**src/rtl/sync_fifo.sv**
```systemverilog
// Single-clock FIFO with show-ahead or registered read, almost-full/empty
// thresholds and live fill level. Define SYNC_FIFO_ERR_EN for sticky Overflow/Underflow.
module sync_fifo #(
  parameter int DataWidth      = 8,
  parameter int FifoDepth      = 32,
  parameter bit ShowAhead      = 1'b1,
  parameter int AlmostFullThr  = FifoDepth - 4,
  parameter int AlmostEmptyThr = 4
) (
  input  logic                             clk,
  input  logic                             rst,
  input  logic                             Push,
  input  logic [DataWidth-1:0]             DataIn,
  output logic                             FifoFull,
  output logic                             AlmostFull,
  input  logic                             Deq,
  output logic                             DataValid,
  output logic [DataWidth-1:0]             DataOut,
  output logic                             FifoEmpty,
  output logic                             AlmostEmpty,
  output logic [$clog2(FifoDepth+1)-1:0]   Level,
  output logic                             Overflow,
  output logic                             Underflow
);

  localparam int AW = $clog2(FifoDepth);
  localparam int LW = $clog2(FifoDepth + 1);
  localparam logic [AW:0] DepthC = FifoDepth[AW:0];
  localparam logic [AW:0] AfThrC = AlmostFullThr[AW:0];
  localparam logic [AW:0] AeThrC = AlmostEmptyThr[AW:0];

  logic [DataWidth-1:0] r_mem [FifoDepth];
  logic [AW:0]          r_wr_ptr;
  logic [AW:0]          r_rd_ptr;
  logic [AW:0]          w_level;
  logic                 w_full;
  logic                 w_empty;
  logic                 w_push_acc;
  logic                 w_pop_acc;
  logic [DataWidth-1:0] w_head;

  // Extra pointer MSB distinguishes full from empty; the subtraction wraps naturally.
  assign w_level    = r_wr_ptr - r_rd_ptr;
  assign w_full     = (w_level == DepthC);
  assign w_empty    = (w_level == '0);
  assign w_push_acc = Push && !w_full;
  assign w_pop_acc  = Deq && !w_empty;
  assign w_head     = r_mem[r_rd_ptr[AW-1:0]];

  assign Level       = LW'(w_level);
  assign FifoFull    = w_full;
  assign FifoEmpty   = w_empty;
  assign AlmostFull  = (w_level >= AfThrC);
  assign AlmostEmpty = (w_level <= AeThrC);

  always_ff @(posedge clk) begin
    if (w_push_acc) r_mem[r_wr_ptr[AW-1:0]] <= DataIn;
  end

  always_ff @(posedge clk or posedge rst) begin
    if (rst) begin
      r_wr_ptr <= '0;
      r_rd_ptr <= '0;
    end else begin
      if (w_push_acc) r_wr_ptr <= r_wr_ptr + 1'b1;
      if (w_pop_acc)  r_rd_ptr <= r_rd_ptr + 1'b1;
    end
  end

  generate
    if (ShowAhead) begin : g_show_ahead
      assign DataOut   = w_head;
      assign DataValid = !w_empty;
    end else begin : g_reg_read
      logic [DataWidth-1:0] r_data_p1;
      logic                 r_vld_p1;

      // p1: popped word registered for the cycle after the accepting edge
      always_ff @(posedge clk or posedge rst) begin
        if (rst) begin
          r_vld_p1  <= 1'b0;
          r_data_p1 <= '0;
        end else begin
          r_vld_p1 <= w_pop_acc;
          if (w_pop_acc) r_data_p1 <= w_head;
        end
      end

      assign DataOut   = r_data_p1;
      assign DataValid = r_vld_p1;
    end
  endgenerate

`ifdef SYNC_FIFO_ERR_EN
  logic r_ovf;
  logic r_udf;

  always_ff @(posedge clk or posedge rst) begin
    if (rst) begin
      r_ovf <= 1'b0;
      r_udf <= 1'b0;
    end else begin
      if (Push && w_full) r_ovf <= 1'b1;
      if (Deq && w_empty) r_udf <= 1'b1;
    end
  end

  assign Overflow  = r_ovf;
  assign Underflow = r_udf;
`else
  assign Overflow  = 1'b0;
  assign Underflow = 1'b0;
`endif

endmodule

```
**config.mk**
```make
export PLATFORM = sky130hd
export DESIGN_NAME = sync_fifo
export DESIGN_NICKNAME = d
export VERILOG_FILES = /design/src/rtl/sync_fifo.sv
export SDC_FILE = /design/constraint.sdc
export NUM_CORES = 1
export LEC_CHECK = 0
export BUFFER_PORTS_ARGS = -buffer_cell sky130_fd_sc_hd__buf_2
export CORE_UTILIZATION = 45
export DETAILED_ROUTE_END_ITERATION = 16
export SETUP_SLACK_MARGIN = 0.1
export SYNTH_ARGS = -nofsm -noshare
export SYNTH_HDL_FRONTEND = slang
export SYNTH_SLANG_ARGS = --single-unit
```
**constraint.sdc**
```tcl
create_clock -name clk -period 6.9 [get_ports clk]
set_input_delay 0.345 -clock clk [delete_from_list [all_inputs] [get_ports clk]]
set_output_delay 0.345 -clock clk [all_outputs]
set_load 0.02 [all_outputs]
```
# After elaboration in Yosys (flattened, before gate mapping)
# Memories as Yosys holds them, arrays and structs flattened.
# Cells that the tools add are included.
word_totals:
  regBits: 12
  mem_bits_rw: 256
  in_bits: 12
  memories: 1
classes:
  n_addsub: 3
  magnitude_cmp: 2
  eq_ne: 1
  muxes: 2
  n_reduce_logical: 5
mem_list:
  columns: ["name", "words", "width", "rd", "rd_clocked_by_memory_dff", "write_ports", "line", "rtl"]
  rows:
  - ["r_mem", 32, 8, 1, 0, 1, "32", "logic [DataWidth-1:0] r_mem [FifoDepth];"]
op_table:
  columns: ["operator", "n"]
  rows:
  - ["adder 6 x 1 -> 6 bit (second input constant)", 2]
  - ["equality test 6 bit (second input constant)", 1]
  - ["greater-or-equal comparator 6 x 5 -> 1 bit (second input constant)", 1]
  - ["<= comparator 6 x 3 -> 1 bit (second input constant)", 1]
  - ["zero test 6 bit", 1]
  - ["subtractor 6 bit", 1]
  - ["logical AND 1 bit", 2]
  - ["zero test 1 bit", 2]
  - ["2-to-1 mux 1 bit", 2]

# Logic depth before layout (Yosys ltp)
# Gate-level depths: netlist (run 1).
depth:
  word_depth: 6
  ltp_mapped: 12
  ltp_nobuf: 9

# Least setup slack after synthesis (run 1)
# Ideal clock, no wire load.
synth_path:
  path_kind: "reg2out"
  startpoint: "register r_rd_ptr[1]"
  endpoint: "output port AlmostEmpty"
  arrival_time_ns: 3.505
  required_ns: 6.555
  setup_slack_ns: 3.050
  stages_incl_launch_ff: 12
  path_buffers: 3
  path_cell_list: "dfrtp_1 -> clkbuf_1 -> clkbuf_1 -> buf_1 -> inv_1 -> ha_1 -> nand2b_1 -> a21oi_1 -> o32a_1 -> and2_1 -> inv_1 -> a2111oi_0"
synth_via:
  elab_chain_cells: 2
synth_rtl:
  columns: ["item", "line", "rtl"]
  rows:
  - ["start, declared", "34", "logic [AW:0] r_rd_ptr;"]
  - ["start signal, assigned", "66", "if (w_pop_acc) r_rd_ptr <= r_rd_ptr + 1'b1;"]
  - ["subtractor 6 bit", "43", "assign w_level = r_wr_ptr - r_rd_ptr;"]
  - ["named net Level[5]", "21", "output logic [$clog2(FifoDepth+1)-1:0] Level,"]
  - ["<= comparator 6 x 3 -> 1 bit", "54", "assign AlmostEmpty = (w_level <= AeThrC);"]
  - ["end, declared", "20", "output logic AlmostEmpty,"]
# The timed path passes the listed nets, and every way through them passes these cells.

# Worst setup path after layout (run 1)
layout_path:
  startpoint: "register r_rd_ptr[2]"
  endpoint: "output port AlmostEmpty"
layout_via:
  elab_chain_cells: 2
layout_rtl:
  columns: ["item", "line"]
  rows:
  - ["subtractor 6 bit", "43"]
  - ["<= comparator 6 x 3 -> 1 bit", "54"]
# No other way between the ends.

==> results.yml, run 1 <==
hold_path:
  min-delay-path-class: "in2reg"
global_routing:
  gr-total-overflow: 0
  track_usage_pct: 19.9
  antenna_found_initial: 0
  grt_pass1_vias: 5288
  grt_max_degree: 46
  grt_pass1_wl_um: 34700
floorplan:
  core_area_um2: 23500
  io_pins: 33
  die_h_um: 157
  die-area_um2: 24700
  initial_core_util_pct: 45.9
  die_w_um: 157
  num_rows: 56
clock_tree:
  cts-resized-gates: 0
  clockBufferDepth: 3
  cts_tree: "yes"
  hold_buffers: 1
  clk_latency_ps: 530
  path_clk_slew_ps: 60
  cts-root-buf: "clkbuf_16"
  numCtsBuffers: 28
  cts_max_level: 1
  post_cts_buffers: 0
  clock_sinks: 268
setup_path:
  cp_data_arrival_time_ps: 4050
  worstPathMaxFanout: 42
  worstPathRequired_ps: 6550
  critPathLaunchType: "flop"
  cp-end-kind: "primary output"
  crit_type: "reg2out"
drt:
  drt_pass1_iterations: 5
  vias: 5077
  drt_iter0_drc: 379
  ant_nets: 0
  vias_per_cell: 5.65
  post_drt_wl_per_cell_um: 25.5
  drt-total-wl_um: 22900
  drc: 0
yosys:
  avgSynthCellArea_um2: 20.7
  synth-warning-count: 0
  seq_area_frac_synth_pct: 73.8
  synth_seq_cells: 268
  synth_cells: 522
  syn_area_um2: 10800
  synth_top_area_cell: "edfxtp_1"
  yosys-top-cells-area: "edfxtp_1, mux4_2, dfrtp_1"
  synth_cell_types: 40
  synth_top_area_share_pct: 71.1
finish:
  drive_gt1_share_pct: 28.3
  area_growth_pct: 12.6
  ff_latch_area_um2: 7990
  finalNetCount: 581
  multi_input_area_um2: 2670
  fill_cells: 1898
  antennaDiodeCount: 0
  post-route-util_pct: 51.7
outcome:
  status: "complete, no violations"
timing:
  worstMarginPinSlew_ps: 1090
  final_hold_viol_count: 0
  finalCritPeriodShare_pct: 63.7
  setup_tns_ps: 0
  timing.fmax_ghz: 0.228
  setup_viol: 0
  slew_headroom_pct: 27.2
  drv_slew: 0
  finClkSkew_ps: 14.7
  rsz0062_at_grt: "no"
  finalWorstSetupSlack_ps: 2500
  min_period_ps: 4400
placement:
  place_ws_ps: 2750
  post-dp-hpwl_um: 14500
  gp_congestion: 0.850
  port_buffers: 30
power_and_ir_drop:
  power_density_nw_per_um2: 446
  irDropWorstVdd_uv: 216
  finalPower_mw: 5.43
  power.leakage_nw: 3.94
job:
  drv_cap: 0
registers in the layout, summed over array words and instances (netlist names):
register  cells
r_mem       256
r_rd_ptr      6
r_wr_ptr      6
critical path, cell delays in order (launching register included):
cell       delay, ps
dfrtp_2         1010
inv_1            230
ha_1             390
o21ai_0          180
a21oi_1           90
a31oi_1          190
and2_1           540
inv_1            200
a2111oi_0        440
buf_2            240
cell usage after synthesis (all sizes together):
| library cell | count |
|---|---|
| a21oi | 4 |
| conb | 1 |
| nand2b | 3 |
| o21a | 1 |
| nor4 | 1 |
| inv | 10 |
| buf | 14 |
| a31oi | 1 |
| o32a | 1 |
| o21ai | 3 |
| mux2 | 2 |
| nand3b | 2 |
| or3b | 2 |
| xnor2 | 11 |
| xor2 | 3 |
| clkbuf | 13 |
| dfrtp | 12 |
| nand2 | 30 |
| or3 | 2 |
| nand3 | 1 |
| o211ai | 8 |
| clkinv | 1 |
| mux4 | 80 |
| and3 | 4 |
| o2111ai | 1 |
| fa | 1 |
| and2 | 3 |
| ha | 10 |
| nor2 | 38 |
| or4 | 1 |
| edfxtp | 256 |
| a2111oi | 2 |
cell usage in the layout (no fill, tap or decap), types with 2 or more instances in the layout:
master	n
o21ai_0	3
edfxtp_1	256
clkinv_2	4
clkbuf_1	6
ha_1	10
nand2_1	30
nand3b_1	2
mux2_2	2
clkinv_1	9
clkbuf_16	29
and2_1	3
nand2b_1	3
bufinv_16	3
xor2_1	3
buf_2	30
dfrtp_2	2
conb_1	2
nor2_1	37
or3b_2	2
dfrtp_1	9
o211ai_2	3
and3_1	4
mux4_2	80
xnor2_1	11
o211ai_1	4
a21oi_1	4
inv_1	9
or3_1	2
layer usage:
metal	GRT usage [%]	vias up	share of wire, %
met1	28.9	2670	44
met4	5.59	0	2.1
met3	3.41	34	5.7
met2	31.3	174	48
li1	-	2199	-
met5	0	-	0
power by group:
part	internal (mW)	total, mW	leakage (nW)	switching (mW)
clock	0.876	1.46	0.439	0.583
combinational	0.796	1.81	1.05	1.02
sequential	1.93	2.16	2.45	0.231
total	3.60	5.43	3.94	1.83
worst paths after layout:
check,depth (start not counted),slack [ps],start,to
setup / recovery,9,2500,r_rd_ptr[2],AlmostEmpty
hold / removal,3,140,Deq,r_rd_ptr[5]
setup reg to reg,8,2720,r_rd_ptr[2],r_mem[9][2]
hold reg to reg,1,490,r_rd_ptr[5],r_rd_ptr[5]
max in group asynchronous,3,6160,rst,r_rd_ptr[0]
min in group asynchronous,3,370,rst,r_wr_ptr[4]
metrics by stage:
stage	instance area (um2)	cells	hold slack [ps]
after detailed placement	11300	846	381
after floorplan	10800	523	210
after global placement	11300	846	378
after global routing	12200	899	146
final	12200	899	140
after CTS	12200	899	126
logic make-up (layout without fill, tap and decap cells):
logic type / Yosys count / in the layout / synth area share [%]
adders and majority gates: 11 / 11 / 1.34
buffers and inverters: 38 / 95 / 1.53
AOI/OAI and AO/OA: 21 / 21 / 1.67
other: 1 / 2 / 0.0347
xor gates and xnor gates: 14 / 14 / 1.13
muxes: 82 / 82 / 16.9
and+or+nand+nor: 87 / 87 / 3.59
DFF: 268 / 268 / 73.8
layout make-up:
class                      instances  area share (%)
clock buffer                      35            6.15
clock inverter                    17            1.28
inverter                          11           0.339
multi-input combinational        217            21.9
sequential                       268            65.7
tap                              319            3.28
timing repair buffer              32            1.38
Power figures use the tool's default switching activity.
==> run 2, diff against run 1 <==
==> constraint.sdc (replaced) <==
create_clock -name clk -period 3.9 [get_ports clk]
set_input_delay 0.195 -clock clk [delete_from_list [all_inputs] [get_ports clk]]
set_output_delay 0.195 -clock clk [all_outputs]
set_load 0.02 [all_outputs]
==> run 2 against run 1 <==
Compared with the run above: via count grew 0.32%; clock skew grew 4.7 ps; utilization grew 0.20 points; critical path type unchanged; global-route usage shrank 0.15 points; final cell count grew 0.56%; largest power group is now combinational cells; die area is the same; largest cell class unchanged; clock power grew 73%.
==> results.yml, run 2 (synthesis results as in run 1) <==
power_and_ir_drop:
  power_density_nw_per_um2: 792
  irDropWorstVdd_uv: 475
  clkPwrFrac_pct: 26.1
  swShare_pct: 33.9
  internal_power_mw: 6.40
  switchingPower_mw: 3.28
  power.leakage_nw: 3.97
  finalPower_mw: 9.68
  seq_power_share_pct: 36.8
  comb_power_share_pct: 37.1
setup_path:
  r2r_slack_ps: 330
  crit_slowest_cell: "mux4_2"
  r2r_cells: 9
  critPathLaunchType: "flop"
  crit_family: "multiplexers"
  worstPathRequired_ps: 3700
  rr_endpoint: "r_mem[1][0]"
  cp_data_arrival_time_ps: 3380
  crit_chain: "buf_4, buf_8, mux4_2, mux4_2, nand2_1, nand2_1, buf_2"
  cp-end-kind: "primary output"
  crit_buf_inv: 3
  worstPathMaxFanout: 47
  cpPeakStageDelay_ps: 640
  crit_type: "reg2out"
  crit_cells: 7
  reg2reg_from: "r_wr_ptr[0]"
clock_tree:
  post_cts_buffers: 0
  cts_tree: "yes"
  clock_sinks: 268
  path_clk_slew_ps: 60
  clk_latency_ps: 530
  cts-root-buf: "clkbuf_16"
  numCtsBuffers: 28
  cts_max_level: 1
  clockBufferDepth: 3
finish:
  drive_gt1_share_pct: 29.4
  largest_reg_flops: 256
  final_common_cell: "edfxtp_1"
  fill_cells: 1861
  area_growth_pct: 13.0
  finalInstanceArea_um2: 12200
  ff_latch_area_um2: 7990
  antennaDiodeCount: 0
  finalNetCount: 589
  multi_input_area_um2: 2670
  most-common-layout-cells: "edfxtp_1, mux4_2, nor2_1"
job:
  drv_cap: 0
floorplan:
  initial_core_util_pct: 45.9
  num_rows: 56
  core_area_um2: 23500
  die_w_um: 157
  die_h_um: 157
  die-area_um2: 24700
  io_pins: 33
drt:
  post_drt_wl_per_cell_um: 25.5
  vias_per_cell: 5.63
  vias: 5093
  drt-total-wl_um: 23100
  drt_iter0_drc: 414
  ant_nets: 0
  drc: 0
  drt_pass1_iterations: 5
timing:
  holdWs_ps: 79.8
  min_period_ps: 3570
  finClkSkew_ps: 19.4
  drv_slew: 0
  setup_tns_ps: 0
  timing.fmax_ghz: 0.280
  rsz0062_at_grt: "no"
  finalCritPeriodShare_pct: 91.6
  setup_viol: 0
  final_hold_viol_count: 0
  worstMarginPinSlew_ps: 859
  finalWorstSetupSlack_ps: 326
  slew_headroom_pct: 42.5
global_routing:
  grt_max_degree: 48
  antenna_found_initial: 0
  grt_pass1_wl_um: 34600
  gr-total-overflow: 0
  grt_pass1_vias: 5308
  track_usage_pct: 19.7
placement:
  place_ws_ps: 312
  port_buffers: 30
  place_area_um2: 11300
  gp_congestion: 0.778
  post-dp-hpwl_um: 14600
hold_path:
  hp-start: "Push"
  min-delay-path-class: "in2reg"
  hold_end: "r_wr_ptr[4]"
  hold_depth: 3
outcome:
  status: "complete, no violations"
run 2: metal layers:
layer	track usage (%)	routed length, um
met4	4.85	414
met5	0	0
met1	27.0	9590
met3	2.73	1110
met2	33.7	11900
run 2: worst max-delay path by stage:
stage                           start           end  slack (ps)
final                     r_rd_ptr[0]    DataOut[4]         330
after CTS                 r_rd_ptr[0]    DataOut[4]         140
after detailed placement  r_wr_ptr[0]  r_mem[13][7]         310
after global routing      r_rd_ptr[0]    DataOut[3]         120
after global placement    r_wr_ptr[0]  r_mem[12][7]         400
after floorplan           r_rd_ptr[1]   AlmostEmpty         200
run 2: stage by stage:
step	instances	util, %
6_report	904	51.9
5_1_grt	904	51.9
4_1_cts	904	51.9
3_5_place_dp	853	48.0
3_3_place_gp	853	48.0
2_1_floorplan	523	-
run 2: power by group through the flow:
stage / registers (mW) / clock network (mW) / logic [mW]
6_report: 3.56 / 2.53 / 3.59
5_1_grt: 3.58 / 2.69 / 3.85
4_1_cts: 3.56 / 2.57 / 3.64
3_5_place_dp: 3.62 / 0 / 3.63
3_3_place_gp: 3.61 / 0 / 3.61
2_1_floorplan: 3.53 / 0 / 2.58
run 2: cell type report:
type,instances,share of cell area (%)
clock buffers,34,5.92
clock inverters,15,1.27
flip-flops and latches,268,65.4
well taps,319,3.27
multi-input cells,217,21.8
inverters,11,0.338
repair buffers,40,1.95
run 2: tightest hold or removal path, delay by kind of cell:
family | cells | cell delay (ps)
AO/OA/AOI/OAI | 1 | 130
XOR/XNOR | 1 | 70
buffers and inverters | 1 | 170
run 2: timing repair:
action	in CTS	in global routing
resized for setup	1	3
endpoints found under the hold margin	13	0
setup endpoints to repair	8	16
hold buffers	2	0
